===== config.mk =====
export PLATFORM = sky130hd
export DESIGN_NAME = pulse_stretch_arbiter
export DESIGN_NICKNAME = d
export VERILOG_FILES = /design/src/rtl/pulse_stretch_arbiter.sv
export SDC_FILE = /design/constraint.sdc
export NUM_CORES = 1
export LEC_CHECK = 0
export ABC_CLOCK_PERIOD_IN_PS = 6000
export CORE_MARGIN = 8
export CORE_UTILIZATION = 40
export DETAILED_ROUTE_END_ITERATION = 10
export GPL_ROUTABILITY_DRIVEN = 1
export PLACE_DENSITY_LB_ADDON = 0.3
export RECOVER_POWER = 50
export SLEW_MARGIN = 20
export SYNTH_ARGS = -nofsm -noshare
export SYNTH_HDL_FRONTEND = slang
export SYNTH_SLANG_ARGS = --single-unit

===== constraint.sdc =====
create_clock -name clk -period 6 [get_ports clk]
set_input_delay 1.2 -clock clk [delete_from_list [all_inputs] [get_ports clk]]
set_output_delay 1.2 -clock clk [all_outputs]
set_load 0.1 [all_outputs]

===== src/rtl/pulse_stretch_arbiter.sv =====
// Round-robin arbiter sharing one stretched-pulse output among NREQ requesters.
// Ports: clk, rst_n (sync, active low), req_pulse, cfg_we, cfg_len, ovf_clr,
//        out_pulse, out_id, busy, pending, ovf.
module pulse_stretch_arbiter #(
  parameter int NREQ    = 4,
  parameter int CNT_W   = 4,
  parameter int DEF_LEN = 5,
  parameter int GAP     = 1
) (
  input  logic                    clk,
  input  logic                    rst_n,
  input  logic [NREQ-1:0]         req_pulse,
  input  logic                    cfg_we,
  input  logic [CNT_W-1:0]        cfg_len,
  input  logic                    ovf_clr,
  output logic                    out_pulse,
  output logic [$clog2(NREQ)-1:0] out_id,
  output logic                    busy,
  output logic [NREQ-1:0]         pending,
  output logic [NREQ-1:0]         ovf
);

  localparam int ID_W = $clog2(NREQ);
  localparam int GW   = 3;
  localparam logic [ID_W:0] NR = (ID_W+1)'(NREQ);

  typedef enum logic [1:0] {
    ST_IDLE,
    ST_STRETCH,
    ST_GAP
  } state_t;

  state_t           state, state_n;
  logic [CNT_W-1:0] len_reg, len_n;
  logic [CNT_W-1:0] cnt, cnt_n;
  logic [GW-1:0]    gcnt, gcnt_n;
  logic [ID_W-1:0]  ptr, ptr_n;
  logic [ID_W-1:0]  id_q, id_n;
  logic [NREQ-1:0]  pend, pend_n;
  logic [NREQ-1:0]  ovf_q, ovf_n;
  logic [NREQ-1:0]  cand, gnt;
  logic [ID_W-1:0]  win;
  logic [ID_W:0]    nxt;
  logic             grant;

  assign cand = pend | req_pulse;

  // Rotate candidates so the search start sits at bit 0, then take
  // the lowest set bit and map the offset back to a requester index.
  logic [2*NREQ-1:0] dbl;
  logic [ID_W:0]     off, sum;
  logic              found;

  always_comb begin
    dbl   = {cand, cand} >> ptr;
    off   = '0;
    found = 1'b0;
    for (int k = 0; k < NREQ; k++) begin
      if (!found && dbl[k]) begin
        found = 1'b1;
        off   = (ID_W+1)'(k);
      end
    end
    sum = {1'b0, ptr} + off;
    if (sum >= NR) sum = sum - NR;
    win = sum[ID_W-1:0];
    nxt = {1'b0, win} + 1'b1;
    if (nxt == NR) nxt = '0;
  end

  always_comb begin
    state_n = state;
    cnt_n   = cnt;
    gcnt_n  = gcnt;
    id_n    = id_q;
    ptr_n   = ptr;
    grant   = 1'b0;
    case (state)
      ST_IDLE: begin
        if (|cand) grant = 1'b1;
      end
      ST_STRETCH: begin
        if (cnt != '0) begin
          cnt_n = cnt - 1'b1;
        end else if (GAP > 0) begin
          state_n = ST_GAP;
          gcnt_n  = GW'(GAP - 1);
        end else if (|cand) begin
          grant = 1'b1;
        end else begin
          state_n = ST_IDLE;
        end
      end
      ST_GAP: begin
        if (gcnt != '0) gcnt_n = gcnt - 1'b1;
        else if (|cand) grant = 1'b1;
        else state_n = ST_IDLE;
      end
      default: state_n = ST_IDLE;
    endcase
    if (grant) begin
      state_n = ST_STRETCH;
      cnt_n   = len_reg - 1'b1;
      id_n    = win;
      ptr_n   = nxt[ID_W-1:0];
    end
  end

  // A request that coincides with its own grant is consumed by it.
  always_comb begin
    gnt = '0;
    if (grant) gnt[win] = 1'b1;
    pend_n = pend;
    ovf_n  = ovf_clr ? '0 : ovf_q;
    for (int i = 0; i < NREQ; i++) begin
      if (gnt[i]) pend_n[i] = 1'b0;
      else if (req_pulse[i] && pend[i]) ovf_n[i] = 1'b1;
      else if (req_pulse[i]) pend_n[i] = 1'b1;
    end
    len_n = len_reg;
    if (cfg_we) len_n = (cfg_len == '0) ? CNT_W'(1) : cfg_len;
  end

  always_ff @(posedge clk) begin
    if (!rst_n) begin
      state   <= ST_IDLE;
      cnt     <= '0;
      gcnt    <= '0;
      ptr     <= '0;
      id_q    <= '0;
      pend    <= '0;
      ovf_q   <= '0;
      len_reg <= CNT_W'(DEF_LEN);
    end else begin
      state   <= state_n;
      cnt     <= cnt_n;
      gcnt    <= gcnt_n;
      ptr     <= ptr_n;
      id_q    <= id_n;
      pend    <= pend_n;
      ovf_q   <= ovf_n;
      len_reg <= len_n;
    end
  end

  assign out_pulse = (state == ST_STRETCH);
  assign busy      = (state != ST_IDLE);
  assign out_id    = id_q;
  assign pending   = pend;
  assign ovf       = ovf_q;

endmodule


After elaboration in Yosys (flattened, before gate mapping)
Index checks and enable logic that the tools add are counted.

storage, ports and cells
  flip-flop bits (word level) = 25
  bits of input ports = 12
  word-level logic and storage cells = 108

cells by class
  add/sub/neg operators = 6
  magnitude comparators = 3
  equality and inequality tests = 11
  shift-type cells = 1
  multiplexer cells = 35
  bitwise operators = 7
  reductions and logical operators = 33

operators by type and width
  cell                 count
  $mux 4               6
  $mux 1               16
  $mux 2               6
  $ne 2x2->1 const B   5
  $reduce_and 2->1     5
  $reduce_or 2->1      5
  $mux 3               3
  $ne 3x3->1 const B   3
  $logic_and 1x1->1    8
  $reduce_and 4->1     2
  $reduce_bool 2->1    4
  $shr 8x2->4          1
  $sub 4x1->4 const B  2
  $not 1->1            6
  $pmux 2 s3           1
  $pmux 3 s2           1
  $logic_not 4->1      1
  $or 4x4->4           1
  $reduce_bool 4->1    1
  $reduce_or 4->1      1
  $add 2x1->3 const B  1
  $add 2x3->3          1
  $eq 3x3->1 const B   1
  $ge 3x3->1 const B   1
  12 further kinds     14

Depth between registers and ports, before layout
  depth in word-level cells = 21
  mapped depth = 12
  depth with buffers taken out = 11

Worst setup path after synthesis
OpenSTA, ideal clock, no wires.

  kind = input to register
  start point = in req_pulse[2]
  end point = reg ptr[1]
  setup time = 0.116 ns
  data arrival time = 2.913 ns
  required time = 5.884 ns
  slack = 2.971 ns
  stages on the path = 10
  cell sequence = or2_1 dlymetal6s2s_1 a311oi_1 o211ai_1 ha_1 xnor2_1 inv_1 ha_1 nand2_1 o211a_1

on the way
  cells in the longest elaborated chain, start to end = 18
  elaborated cells between the ends (all ways) = 25

RTL lines
  item                                       line  source
  start: declaration                         12    input logic [NREQ-1:0] req_pulse,
  $or 4x4->4 *                               46    assign cand = pend | req_pulse;
  $shr 8x2->4 *                              55    dbl = {cand, cand} >> ptr;
  $mux 1                                     59    if (!found && dbl[k]) begin
  $logic_not 1->1                            59
  $logic_and 1x1->1                          59
  $mux 1                                     59
  $logic_not 1->1                            59
  $logic_and 1x1->1                          59
  [3 not listed]                             -
  $mux 3 *                                   59
  $add 2x3->3 *                              64    sum = {1'b0, ptr} + off;
  $ge 3x3->1 or $sub 2x1->2 (tied branches)  65    if (sum >= NR) sum = sum - NR;
  $mux 2 *                                   65
  named net sum[1]                           51    logic [ID_W:0] off, sum;
  $add 2x1->3 *                              67    nxt = {1'b0, win} + 1'b1;
  $eq 3x3->1                                 68    if (nxt == NR) nxt = '0;
  $mux 2 *                                   68
  end signal: assignment                     138   ptr <= ptr_n;
  end: declaration                           37    logic [ID_W-1:0] ptr, ptr_n;

The timed path passes the listed nets; every way through them passes the cells marked *.
A chain may end at the register's enable or synchronous reset.

Worst setup path in the final report
  start point = in req_pulse[1]
  end point = reg cnt[2]

on the way
  cells in the longest elaborated chain, start to end = 7
  elaborated cells between the ends (all ways) = 9

RTL lines
  item                                line    source
  $or 4x4->4 *                        46
  $reduce_or 4->1 *                   80, 96
  $mux 1 *                            80, 96
  $mux 1                              95      if (gcnt != '0) gcnt_n = gcnt - 1'b1;
  $pmux 1 s2 *                        78      case (state)
  $reduce_bool 2->1 (no source line)  -
  $reduce_and 2->1 (no source line)   -
  end signal: assignment              136     cnt <= cnt_n;
  end: declaration                    35      logic [CNT_W-1:0] cnt, cnt_n;

Mark *: on every way between the ends. The rest lies on a longest branch, timed or not.

==> results.sh <==
export IMPL_outcome="finished clean"
export IMPL_drtIter0Drc=46
export IMPL_worst_slew_pin_slew_ns=0.984
export IMPL_ys_ff_latch=25
export IMPL_syn_area_um2=1320
export IMPL_hp_class="reg2reg"
export IMPL_powerDensity_nw_per_um2=465
export IMPL_yosys_area_top_type="dfxtp_1"
export IMPL_holdCritStartpoint="out_id[0]"
export IMPL_start_util_pct=40.6
export IMPL_cts_buffers=3
export IMPL_synthArstFlopShare_pct=0
export IMPL_postCtsSetupRepairBufs=0
export IMPL_critPathLaunchType="primary input"
export IMPL_fillers=337
export IMPL_synth_seq_area_share_pct=37.8
export IMPL_synthTopCellsByCount="dfxtp_1, nand2_1, nor2b_1"
export IMPL_ys_warn_count=0
export IMPL_grt_usage_pct=10.7
export IMPL_globalRouteOverflowTotal=0
export IMPL_finalNetCount=185
export IMPL_area_delta_synth_final_pct=20.9
export IMPL_synthFlopType="dfxtp_1"
export IMPL_cp_required_ns=6.24
export IMPL_wire_per_inst_um=13.3
export IMPL_antenna_found_initial=0
export IMPL_vias_per_cell=5.15
export IMPL_worstReg2RegEnd="cnt[2]"
export IMPL_fin_tns_setup_ns=0
export IMPL_period_minus_slack_ns=3.55
export IMPL_final_cells=210
export IMPL_maxSlewViolCount=0
export IMPL_diodes=0
export IMPL_place_port_buffers=23
export IMPL_grt_max_degree=26
export IMPL_drt_wl_total_um=2790
export IMPL_drive_gt1_share_pct=5.49
export IMPL_cts_htree_levels=1
export IMPL_skew_ns=0.00193
export IMPL_cts_buffer_depth=2
export IMPL_path_class="in2reg"
export IMPL_syn_nets=162
export IMPL_die_height_um=73.5
export IMPL_post_synth_top_count_cell="dfxtp_1"
export IMPL_peakVddDrop_uv=197
export IMPL_fmax_mhz=282
export IMPL_io_pins=24
export IMPL_timing_slew_headroom_pct=34.2
export IMPL_path_clk_slew_ns=0.15
export IMPL_core_um2=3260
export IMPL_row_count=21
export IMPL_synth_edf_count=0
export IMPL_cp_startpoint="req_pulse[1]"
export IMPL_dieWidth_um=73.5
export IMPL_synth_cell_types=42
export IMPL_rrSetupSlack_ns=3.37
export IMPL_ys_top_cells_by_area="dfxtp_1, ha_1, mux2i_1"
export IMPL_reg2regPathDepth=12
export IMPL_placed_cells=206
export IMPL_synthCells=142
export IMPL_hold_viol=0
export IMPL_drv_cap=0
export IMPL_end_kind="flip-flop"
export IMPL_grt_pass1_vias=1043
export IMPL_p_leak_nw=0.687
export IMPL_fin_crit_sh_pct=59.2
export IMPL_cts_hold_buf=0
export IMPL_rr_startpoint="gcnt[0]"
export IMPL_cts_resized=0
export IMPL_post_synth_cell_area_avg_um2=9.32
export IMPL_grt_pass1_wl_um=4640
export IMPL_clockRootBuffer="clkbuf_4"
export IMPL_via_count=1081
export IMPL_cts_sinks=25
export IMPL_rsz0062_at_grt="no"
export IMPL_synth_top_area_share_pct=37.8
export IMPL_cts_tree="done"
export IMPL_gp_congestion=0.848
export IMPL_firstDrtPassIters=4
export IMPL_dieArea_um2=5410
export IMPL_antenna_left=0
export IMPL_endpoint="cnt[2]"
export IMPL_setup_viol=0
export IMPL_crit_fanout=16
export IMPL_arrival_ns=3.79
export IMPL_clock_latency_ns=0.32
export IMPL_dp_hpwl_um=2100
export IMPL_drc_errors=0
cell families after synthesis:
family	after synthesis	synth area share, %
adder cells (fa/ha/maj)	8	7.56
multiplexers	8	6.05
buffers and inverters	14	5.29
XOR/XNOR	5	3.31
AND/OR/NAND/NOR	53	21.8
AO/OA/AOI/OAI	29	18.1
flip-flops	25	37.8
cell usage in the layout, fill, tap and decap left out, types with 2 or more instances in the layout:
cell	Yosys	final
nand2b_1	2	2
dfxtp_1	25	25
xor2_1	2	2
clkbuf_4	0	3
inv_1	8	8
mux2i_1	8	8
a21oi_1	4	4
clkdlybuf4s50_1	0	18
o21ai_0	3	3
nor4_1	1	2
dlygate4sd3_1	0	5
nor2_1	7	7
ha_1	8	8
nor2b_1	12	12
nor3_1	5	5
or2_2	2	2
and3b_1	2	2
o211a_1	4	4
a32oi_1	5	5
xnor2_1	3	3
nand2_1	14	14
and3_1	2	2
how the worst min path moves through the flow:
stage,end,slack [ns],cells past startpoint
6_report,out_id[0],0.53,2
5_1_grt,ovf[1],0.59,2
4_1_cts,out_id[0],0.54,2
3_5_place_dp,out_id[0],0.51,2
3_3_place_gp,ovf[2],0.50,2
2_1_floorplan,len_reg[2],0.49,2
power by group:
| group | total, mW | internal, mW | switching, mW |
|---|---|---|---|
| combinational | 0.422 | 0.131 | 0.291 |
| sequential | 0.240 | 0.201 | 0.0397 |
| clock | 0.0817 | 0.0272 | 0.0545 |
metrics by stage:
stage	worst slack (ns)	hold WS, ns	utilization, %	power, mW	instance area [µm²]
finish	2.45	0.533	49.1	0.745	1600
global route	2.28	0.586	49.1	0.795	1600
CTS	2.55	0.538	49.4	0.755	1610
detailed placement	2.36	0.508	48.5	0.671	1580
global placement	2.42	0.504	48.5	0.669	1580
floorplan	2.97	0.486	-	0.578	1320
final cells by class:
type / count / area (µm²) / area share, %
Multi-Input combinational cell: 103 / 747 / 46.7
Inverter: 8 / 30.0 / 1.88
Clock inverter: 1 / 8.76 / 0.547
Timing Repair Buffer: 24 / 234 / 14.6
Sequential cell: 25 / 500 / 31.3
Tap cell: 46 / 57.6 / 3.60
Clock buffer: 3 / 22.5 / 1.41
per-layer routing:
| layer | part of all wire (%) | global-route usage [%] | wire length [µm] |
|---|---|---|---|
| met2 | 51 | 18.0 | 1420 |
| met1 | 43 | 12.6 | 1200 |
| met4 | 0.75 | 3.10 | 21 |
| met5 | 0 | 0 | 0 |
| met3 | 5.4 | 3.41 | 151 |
worst max-delay path: stages:
cell and delay [ns]:
dlygate4sd3_1 0.57, nor4_1 0.66, a221oi_2 0.12, clkbuf_1 0.33
mux2i_1 0.20, ha_1 0.25, inv_1 0.06, nor2_1 0.04
xor2_1 0.15, o211a_1 0.21
No activity file was read; power rests on OpenSTA's default activity.
